[config.mk]
export PLATFORM = sky130hd
export DESIGN_NAME = mem_interface
export DESIGN_NICKNAME = d
export VERILOG_FILES = /design/src/rtl/mem_pkg.sv /design/src/rtl/mem_lane_align.sv /design/src/rtl/mem_interface.sv
export SDC_FILE = /design/constraint.sdc
export NUM_CORES = 1
export LEC_CHECK = 0
export ABC_AREA = 1
export BUFFER_PORTS_ARGS = -buffer_cell sky130_fd_sc_hd__clkbuf_2
export CAP_MARGIN = 0
export CORE_UTILIZATION = 45
export DETAILED_ROUTE_END_ITERATION = 6
export GPL_TIMING_DRIVEN = 0
export PLACE_DENSITY = 0.82
export SLEW_MARGIN = 30
export SYNTH_ARGS = -nofsm -noshare
export SYNTH_HDL_FRONTEND = slang
export SYNTH_HIERARCHICAL = 1
export SYNTH_SLANG_ARGS = --single-unit
[constraint.sdc]
create_clock -name clk -period 2.8 [get_ports clk]
set_clock_uncertainty 0.05 [all_clocks]
set_input_delay 0.42 -clock clk [delete_from_list [all_inputs] [get_ports clk]]
set_output_delay 0.42 -clock clk [all_outputs]
set_load 0.02 [all_outputs]
[src/rtl/mem_pkg.sv]
// Shared encodings for the memory access sequencer: access sizes, FSM states, error causes.
package mem_pkg;

  typedef enum logic [1:0] {
    SIZE_BYTE = 2'b00,
    SIZE_HALF = 2'b01,
    SIZE_WORD = 2'b10,
    SIZE_RSVD = 2'b11
  } size_e;

  typedef enum logic [1:0] {
    ST_IDLE   = 2'b00,
    ST_ACCESS = 2'b01,
    ST_RESP   = 2'b10
  } state_e;

  typedef enum logic [2:0] {
    ERR_NONE     = 3'd0,
    ERR_MISALIGN = 3'd1,
    ERR_SIZE     = 3'd2,
    ERR_BUS      = 3'd3,
    ERR_TIMEOUT  = 3'd4
  } err_e;

  // Classifies a request before any bus cycle is issued.
  function automatic err_e check_req(input logic [1:0] size, input logic [1:0] off);
    err_e res;
    res = ERR_NONE;
    case (size)
      SIZE_BYTE: res = ERR_NONE;
      SIZE_HALF: res = off[0] ? ERR_MISALIGN : ERR_NONE;
      SIZE_WORD: res = (off != 2'b00) ? ERR_MISALIGN : ERR_NONE;
      default:   res = ERR_SIZE;
    endcase
    return res;
  endfunction

endpackage

[src/rtl/mem_lane_align.sv]
// Little-endian lane steering: store strobes/replicated data and load extraction/extension.
// Purely combinational.
module mem_lane_align
  import mem_pkg::*;
(
  input  logic [1:0]  size_i,
  input  logic [1:0]  offset_i,
  input  logic        signed_i,
  input  logic [31:0] wdata_i,
  input  logic [31:0] rdata_i,
  output logic [3:0]  wstrb_o,
  output logic [31:0] wdata_o,
  output logic [31:0] rdata_o
);

  logic [7:0]  byte_sel;
  logic [15:0] half_sel;

  always_comb begin
    wstrb_o = 4'b0000;
    wdata_o = 32'h0;
    case (size_i)
      SIZE_BYTE: begin
        wstrb_o = 4'b0001 << offset_i;
        wdata_o = {4{wdata_i[7:0]}};
      end
      SIZE_HALF: begin
        wstrb_o = 4'b0011 << offset_i;
        wdata_o = {2{wdata_i[15:0]}};
      end
      SIZE_WORD: begin
        wstrb_o = 4'b1111;
        wdata_o = wdata_i;
      end
      default: begin
        wstrb_o = 4'b0000;
        wdata_o = 32'h0;
      end
    endcase
  end

  always_comb begin
    byte_sel = 8'h0;
    case (offset_i)
      2'd0:    byte_sel = rdata_i[7:0];
      2'd1:    byte_sel = rdata_i[15:8];
      2'd2:    byte_sel = rdata_i[23:16];
      default: byte_sel = rdata_i[31:24];
    endcase
    half_sel = offset_i[1] ? rdata_i[31:16] : rdata_i[15:0];
  end

  always_comb begin
    rdata_o = 32'h0;
    case (size_i)
      SIZE_BYTE: rdata_o = {{24{signed_i & byte_sel[7]}}, byte_sel};
      SIZE_HALF: rdata_o = {{16{signed_i & half_sel[15]}}, half_sel};
      SIZE_WORD: rdata_o = rdata_i;
      default:   rdata_o = 32'h0;
    endcase
  end

endmodule

[src/rtl/mem_interface.sv]
// Single-beat memory access sequencer: accepts one request, runs a valid/ready bus cycle with
// a bounded wait, and returns extended read data or an error as a one-cycle response pulse.
module mem_interface
  import mem_pkg::*;
#(
  parameter int unsigned TIMEOUT_CYCLES = 16
) (
  input  logic        clk,
  input  logic        reset,
  input  logic [31:0] mem_address,
  input  logic        req_valid,
  output logic        req_ready,
  input  logic        req_write,
  input  logic [1:0]  req_size,
  input  logic        req_signed,
  input  logic [31:0] write_data,
  output logic        resp_valid,
  output logic        resp_err,
  output logic [31:0] resp_rdata,
  output logic        bus_valid,
  input  logic        bus_ready,
  output logic        bus_write,
  output logic [31:0] bus_addr,
  output logic [3:0]  bus_wstrb,
  output logic [31:0] bus_wdata,
  input  logic [31:0] bus_rdata,
  input  logic        bus_err
);

  localparam int CNT_W = (TIMEOUT_CYCLES < 1) ? 1 : $clog2(TIMEOUT_CYCLES + 1);
  localparam int unsigned LIMIT = (TIMEOUT_CYCLES == 0) ? 0 : TIMEOUT_CYCLES - 1;
  localparam logic TIMEOUT_EN = (TIMEOUT_CYCLES != 0);

  state_e      state_q;
  logic [31:0] addr_q;
  logic [1:0]  size_q;
  logic        signed_q;
  logic        write_q;
  logic [31:0] wdata_q;
  logic [CNT_W-1:0] cnt_q;
  logic        bus_valid_q;
  logic        resp_valid_q;
  err_e        cause_q;
  logic [31:0] rdata_q;

  logic [3:0]  lane_wstrb;
  logic [31:0] lane_wdata;
  logic [31:0] lane_rdata;
  err_e        req_cause;

  mem_lane_align u_align (
    .size_i   (size_q),
    .offset_i (addr_q[1:0]),
    .signed_i (signed_q),
    .wdata_i  (wdata_q),
    .rdata_i  (bus_rdata),
    .wstrb_o  (lane_wstrb),
    .wdata_o  (lane_wdata),
    .rdata_o  (lane_rdata)
  );

  assign req_cause = check_req(req_size, mem_address[1:0]);

  always_ff @(posedge clk) begin
    if (reset) begin
      state_q      <= ST_IDLE;
      addr_q       <= 32'h0;
      size_q       <= 2'b00;
      signed_q     <= 1'b0;
      write_q      <= 1'b0;
      wdata_q      <= 32'h0;
      cnt_q        <= '0;
      bus_valid_q  <= 1'b0;
      resp_valid_q <= 1'b0;
      cause_q      <= ERR_NONE;
      rdata_q      <= 32'h0;
    end else begin
      case (state_q)
        ST_IDLE: begin
          resp_valid_q <= 1'b0;
          if (req_valid) begin
            addr_q   <= mem_address;
            size_q   <= req_size;
            signed_q <= req_signed;
            write_q  <= req_write;
            wdata_q  <= write_data;
            cnt_q    <= '0;
            if (req_cause != ERR_NONE) begin
              state_q      <= ST_RESP;
              resp_valid_q <= 1'b1;
              cause_q      <= req_cause;
              rdata_q      <= 32'h0;
            end else begin
              state_q     <= ST_ACCESS;
              bus_valid_q <= 1'b1;
            end
          end
        end
        ST_ACCESS: begin
          // A completion in the same cycle the limit is hit takes priority over the timeout.
          if (bus_ready) begin
            state_q      <= ST_RESP;
            bus_valid_q  <= 1'b0;
            resp_valid_q <= 1'b1;
            cause_q      <= bus_err ? ERR_BUS : ERR_NONE;
            rdata_q      <= (bus_err || write_q) ? 32'h0 : lane_rdata;
          end else if (TIMEOUT_EN && (cnt_q == LIMIT[CNT_W-1:0])) begin
            state_q      <= ST_RESP;
            bus_valid_q  <= 1'b0;
            resp_valid_q <= 1'b1;
            cause_q      <= ERR_TIMEOUT;
            rdata_q      <= 32'h0;
          end else begin
            cnt_q <= cnt_q + CNT_W'(1);
          end
        end
        ST_RESP: begin
          state_q      <= ST_IDLE;
          resp_valid_q <= 1'b0;
          cause_q      <= ERR_NONE;
          rdata_q      <= 32'h0;
        end
        default: begin
          state_q      <= ST_IDLE;
          bus_valid_q  <= 1'b0;
          resp_valid_q <= 1'b0;
          cause_q      <= ERR_NONE;
          rdata_q      <= 32'h0;
        end
      endcase
    end
  end

  assign req_ready  = (state_q == ST_IDLE);
  assign resp_valid = resp_valid_q;
  assign resp_err   = resp_valid_q && (cause_q != ERR_NONE);
  assign resp_rdata = rdata_q;

  // Bus fields are driven only while a cycle is outstanding so the bus idles at zero.
  assign bus_valid = bus_valid_q;
  assign bus_write = bus_valid_q & write_q;
  assign bus_addr  = bus_valid_q ? {addr_q[31:2], 2'b00} : 32'h0;
  assign bus_wstrb = (bus_valid_q && write_q) ? lane_wstrb : 4'b0000;
  assign bus_wdata = (bus_valid_q && write_q) ? lane_wdata : 32'h0;

endmodule
## Word-level counts from Yosys, hierarchy flattened

Index checks and enable logic that the tools add are counted.

- $add $sub $neg: 1
- Equality and inequality tests: 15
- Reductions and logical operators: 16
- Bitwise logic cells: 4
- Shift operators: 2
- Mux-type cells: 42

Operators with widths:

| operator | number |
|---|---|
| 32-bit two-way mux | 7 |
| 32-bit case mux with 3 select lines | 2 |
| 32-bit case mux with 2 select lines | 1 |
| 8-bit case mux with 3 select lines | 1 |
| 16-bit two-way mux | 1 |
| 5-bit two-way mux | 3 |
| 3-bit two-way mux | 4 |
| 4-bit case mux with 3 select lines | 1 |
| 1-bit two-way mux | 10 |
| 2-bit two-way mux | 5 |
| 5-bit case mux with 2 select lines | 1 |
| 2-bit by 1-bit equality test with 1-bit output, second input constant | 4 |
| 2-bit equality test, second input constant | 4 |
| 2-bit zero test | 4 |
| 2-bit inequality test, second input constant | 4 |
| 4-bit AND reduction | 2 |
| 2-bit case mux with 3 select lines | 1 |
| 3-bit case mux with 2 select lines | 1 |
| 3-bit nonzero test | 2 |
| 5-bit by 1-bit adder with 5-bit output, second input constant | 1 |
| 5-bit by 4-bit equality test with 1-bit output, second input constant | 1 |
| 4-bit two-way mux | 1 |
| 2-bit case mux with 2 select lines | 1 |
| 2-bit AND reduction | 2 |
| other kinds (12) | 16 |

- Output and inout bits: 105
- Bits in registers: 112
- Input bits: 105

## Depth between registers and ports, before layout

- Depth in word-level cells: 7
- Depth in mapped cells: 13
- Gate-level depth less buffers: 12

## Hierarchy

Netlist, hierarchy kept.

By module, submodules not included:

| module | cells each | area an instance (um^2) | instances | sequential area each (um^2) |
|---|---|---|---|---|
| mem_interface | 752 | 5,042.3 | 1 | 2,242.2 |
| mem_lane_align | 301 | 1,341.3 | 1 | 0.0 |

## Least setup slack after synthesis

Ideal clock, no wire load.

- Kind: register -> output
- Start point: register size_q[1]
- End point: output bus_wdata[24]
- Setup slack: 1,014 ps
- Buffers on the path: 1
- Arrival time: 1,316 ps
- Cell stages (with the launch flop): 8
- Cell sequence: dfxtp_1 > inv_1 > nor2_4 > buf_2 > nand2_1 > o211ai_1 > inv_1 > nor2_1

- Longest elaborated chain between the ends: 3
- Elaborated cells between the ends (all ways): 5

Ends and longest elaborated chain:

| item | line | source |
|---|---|---|
| from (decl) | mem_interface.sv:36 | `logic [1:0] size_q;` |
| from (signal assigned) | mem_interface.sv:83 | `size_q <= req_size;` |
| 2-bit equality test (tied with other cells) | mem_lane_align.sv:22 | `case (size_i)` |
| 32-bit case mux with 3 select lines * | mem_lane_align.sv:22 |  |
| named net lane_wdata[24] | mem_interface.sv:47 | `logic [31:0] lane_wdata;` |
| 32-bit two-way mux * | mem_interface.sv:144 | `assign bus_wdata = (bus_valid_q && write_q) ? lane_wdata : 32'h0;` |
| to (decl) | mem_interface.sv:25 | `output logic [31:0] bus_wdata,` |

Mark *: on every way through the listed nets, which the timed path passes. The rest lies on a longest branch.

## Worst setup path in the final report

Ends and elaborated chain as after synthesis.

==> metrics.md <==
| Metric | Value |
|---|---|
| Max Cap Violations | 0 |
| Vias in the first global route | 6549 |
| Setup CP Type | flop to primary output |
| Skew-Pair Late Insertion Delay | 0.36 ns |
| Buffers on Ports | 207 |
| Finish-stage setup viols | 0 |
| Commonest cells in the netlist | 233 x nor2_1, 230 x nand2_1, 124 x inv_1 |
| Clock sinks | 112 |
| Die W | 121 microns |
| Hold Startpoint | write_data[2] |
| Crit. Startpoint | size_q[1] |
| Yosys Warn Count | 6 |
| Area growth from synthesis to layout | 24.2% |
| Clock Pin Slew Worst Setup and Hold Paths | 0.07 ns |
| Power per cell area | 680 nW/um^2 |
| Crit end category | primary output |
| Syn avg cell area | 6.06 sq um |
| CTS buffer count | 9 |
| Num rows | 43 |
| Switching Share | 40.6% |
| Combinational share of power | 39.1% |
| Most common cell in the netlist | nor2_1 |
| Setup WS pre-CTS | 0.674 ns |
| Peak supply drop | 0.000446 V |
| Cts repair resizes | 0 |
| Final WL | 19.3 mm |
| Hpwl dp | 15.2 mm |
| Met3 wire len | 1.51 mm |
| Seq pwr share | 37.9% |
| Nets | 1379 |
| Layout cells sized above 1 | 22.7% |
| Met1 wire length | 8.06 mm |
| Yosys top cell by area | dfxtp_1 |
| Post-Layout Cell Count | 1457 |
| Placed cell count | 1441 |
| Die Span Y | 121 microns |
| Routability cong. | 0.923 |
| Largest net degree at the start of global routing | 20 |
| Fmax | 0.398 GHz |
| H-Tree Depth | 3 |
| Max FO, Critical Path | 10 |
| R2R Path Start | cnt_q[0] |
| Post-route DRC violation count | 0 |
| Arr. time, crit path | 2.04 ns |
| Avg WL per Cell | 13.2 microns |
| Die Area | 14700 sq um |
| Boundary pin count | 210 |
| EDFF count, synth | 0 |
| Initial core utilization | 46.0% |
| Setup_tns | 0 ns |
| CTS tree | built |
| Fillers | 1412 |
| Worst-case clock buffer depth | 2 |
| Worst EP required | 2.33 ns |
| Seq/Total Area, Yosys | 35.1% |
| Final worst path period need | 2.51 ns |
| Routed vias/inst | 4.95 |
| Cell area after synthesis | 6380 sq um |
| Final Hold Fails | 0 |
| First DRT Iteration DRCs | 425 |
| Antenna violations before repair | 0 |
| Top routing layer used | met4 |
| Int Power | 3.20 mW |
| Synth unique cells | 30 |
| Vias after detailed routing | 7205 |
| WL met2 | 9.28 mm |
| Synth top area share | 35.1% |
| Worst path max stage delay | 0.44 ns |
| Pwr Total | 5.40 mW |
| Grt total ovfl | 0 |
| Top cell by count, worst path | inv_1 |
| # diodes | 0 |
| Cts-stage hold buffer count | 0 |
| HP Class | input pin to flop |
| Leakage power figure | 4.26 nW |
| Clock share of power | 22.9% |
| RSZ-0062 raised after global routing | false |
| Core ar. | 13900 sq um |
| Post-synthesis register bit count | 112 |
| Pins Over Slew Limit | 0 |
| Critical Path Start Type | flop |
| Gr usage total | 26.7% |
| Top post-synthesis cells by area | dfxtp_1 35%, nor2_1 14%, nand2_1 14% |
| Final worst setup slack | 0.288 ns |
| Status | completed |
| Sw Pwr | 2.19 mW |
| First-pass GRT wire length | 30.7 mm |
| Detailed Routing Iterations Pass 1 | 5 |
| Root buffer cell | clkbuf_16 |
| Antenna Nets Post-Route | 0 |
| Ys flop type | dfxtp_1 |
| Crit-path cells | inv_1, nor2_4, buf_2, nand2_1, o211ai_1, inv_1, nor2_1, clkbuf_2 |
| Worst path slowest cell | dfxtp_1 |
| Crit share post-route | 89.7% |
| Mapped Cells | 1053 |
| Setup Buffers After CTS | 0 |
| Share of flip-flops with an asynchronous set or reset | 0% |
## layout make-up
cell class	instances	area (sq um)	area share, %
sequential	112	2240	28.3
multi-input combinational	742	3290	41.5
timing repair buffer	207	1040	13.1
buffer	70	363	4.57
inverter	130	488	6.15
tap	180	225	2.84
clock inverter	6	53.8	0.678
clock buffer	10	229	2.89
## registers in the layout (all words and copies together) (netlist names), 2 cells and up
| signal | count |
|---|---|
| size_q | 2 |
| addr_q | 32 |
| wdata_q | 32 |
| state_q | 2 |
| cnt_q | 5 |
| resp_rdata | 32 |
| cause_q | 3 |
## stage by stage
| stage | hold WS (ns) | cell area (sq um) | util, % |
|---|---|---|---|
| 2_1_floorplan | 0.383 | 6390 | - |
| 3_3_place_gp | 0.400 | 7650 | 55.1 |
| 3_5_place_dp | 0.412 | 7650 | 55.1 |
| 4_1_cts | 0.233 | 7930 | 57.1 |
| 5_1_grt | 0.247 | 7930 | 57.1 |
| 6_report | 0.240 | 7930 | 57.1 |
## critical path: cells and delay by family, from the launching register on
kind	cells	cell delay [ns]
buffers and inverters	4	0.73
AND/OR/NAND/NOR	3	0.40
flip-flops	1	0.44
AO/OA/AOI/OAI	1	0.12
## logic make-up (layout without fill, tap and decap cells)
kind of cell               after synthesis  count (layout)  synth area share (%)
AOI/OAI and AO/OA                      158             158                  13.7
DFF                                    112             112                  35.1
other                                    1               2                0.0587
adders and majority gates                2               2                 0.392
and+or+nand+nor                        580             580                  37.4
buffers and inverters                  200             423                  13.3
## path summary, 6_finish.rpt
check / slack, ns / endpoint / cells past startpoint
worst max-delay path: 0.29 / bus_wdata[24] / 8
worst min register to register: 0.42 / cnt_q[4] / 2
worst min-delay path: 0.24 / wdata_q[2] / 3
worst max register to register: 0.70 / resp_rdata[11] / 11
## layer usage
layer,track usage (%),vias up
met3,4.93,28
met1,31.4,3179
met4,9.95,0
met2,47.9,293
met5,0,-
li1,-,3705
## cell usage in the layout, fill, tap and decap left out, types with 2 or more instances in the layout
cell type,netlist,layout
nand2_2,6,6
o211ai_1,7,7
buf_1,5,5
nor2_1,233,233
clkinvlp_4,0,2
nand2_1,230,230
inv_1,124,124
o21ai_0,85,85
conb_1,1,2
a22oi_1,10,10
dfxtp_1,112,112
nor2_4,4,4
nor2_2,2,2
nand3_1,94,94
a21oi_2,10,10
inv_6,0,2
clkbuf_1,29,30
o21ai_1,8,8
buf_4,7,7
ha_1,2,2
clkbuf_16,0,9
a21oi_1,37,37
buf_2,23,23
inv_2,6,6
clkbuf_2,0,207
nor3_1,5,5
buf_6,6,6
## power groups by stage
| stage | logic, mW | registers [mW] | clock network (mW) |
|---|---|---|---|
| floorplan | 1.39 | 2.17 | 0 |
| CTS | 2.11 | 2.04 | 1.26 |
| finish | 2.11 | 2.05 | 1.24 |
| global route | 2.38 | 2.08 | 1.32 |
| global placement | 2.07 | 2.07 | 0 |
| detailed placement | 2.10 | 2.08 | 0 |
No activity file was read; power rests on OpenSTA's default activity.
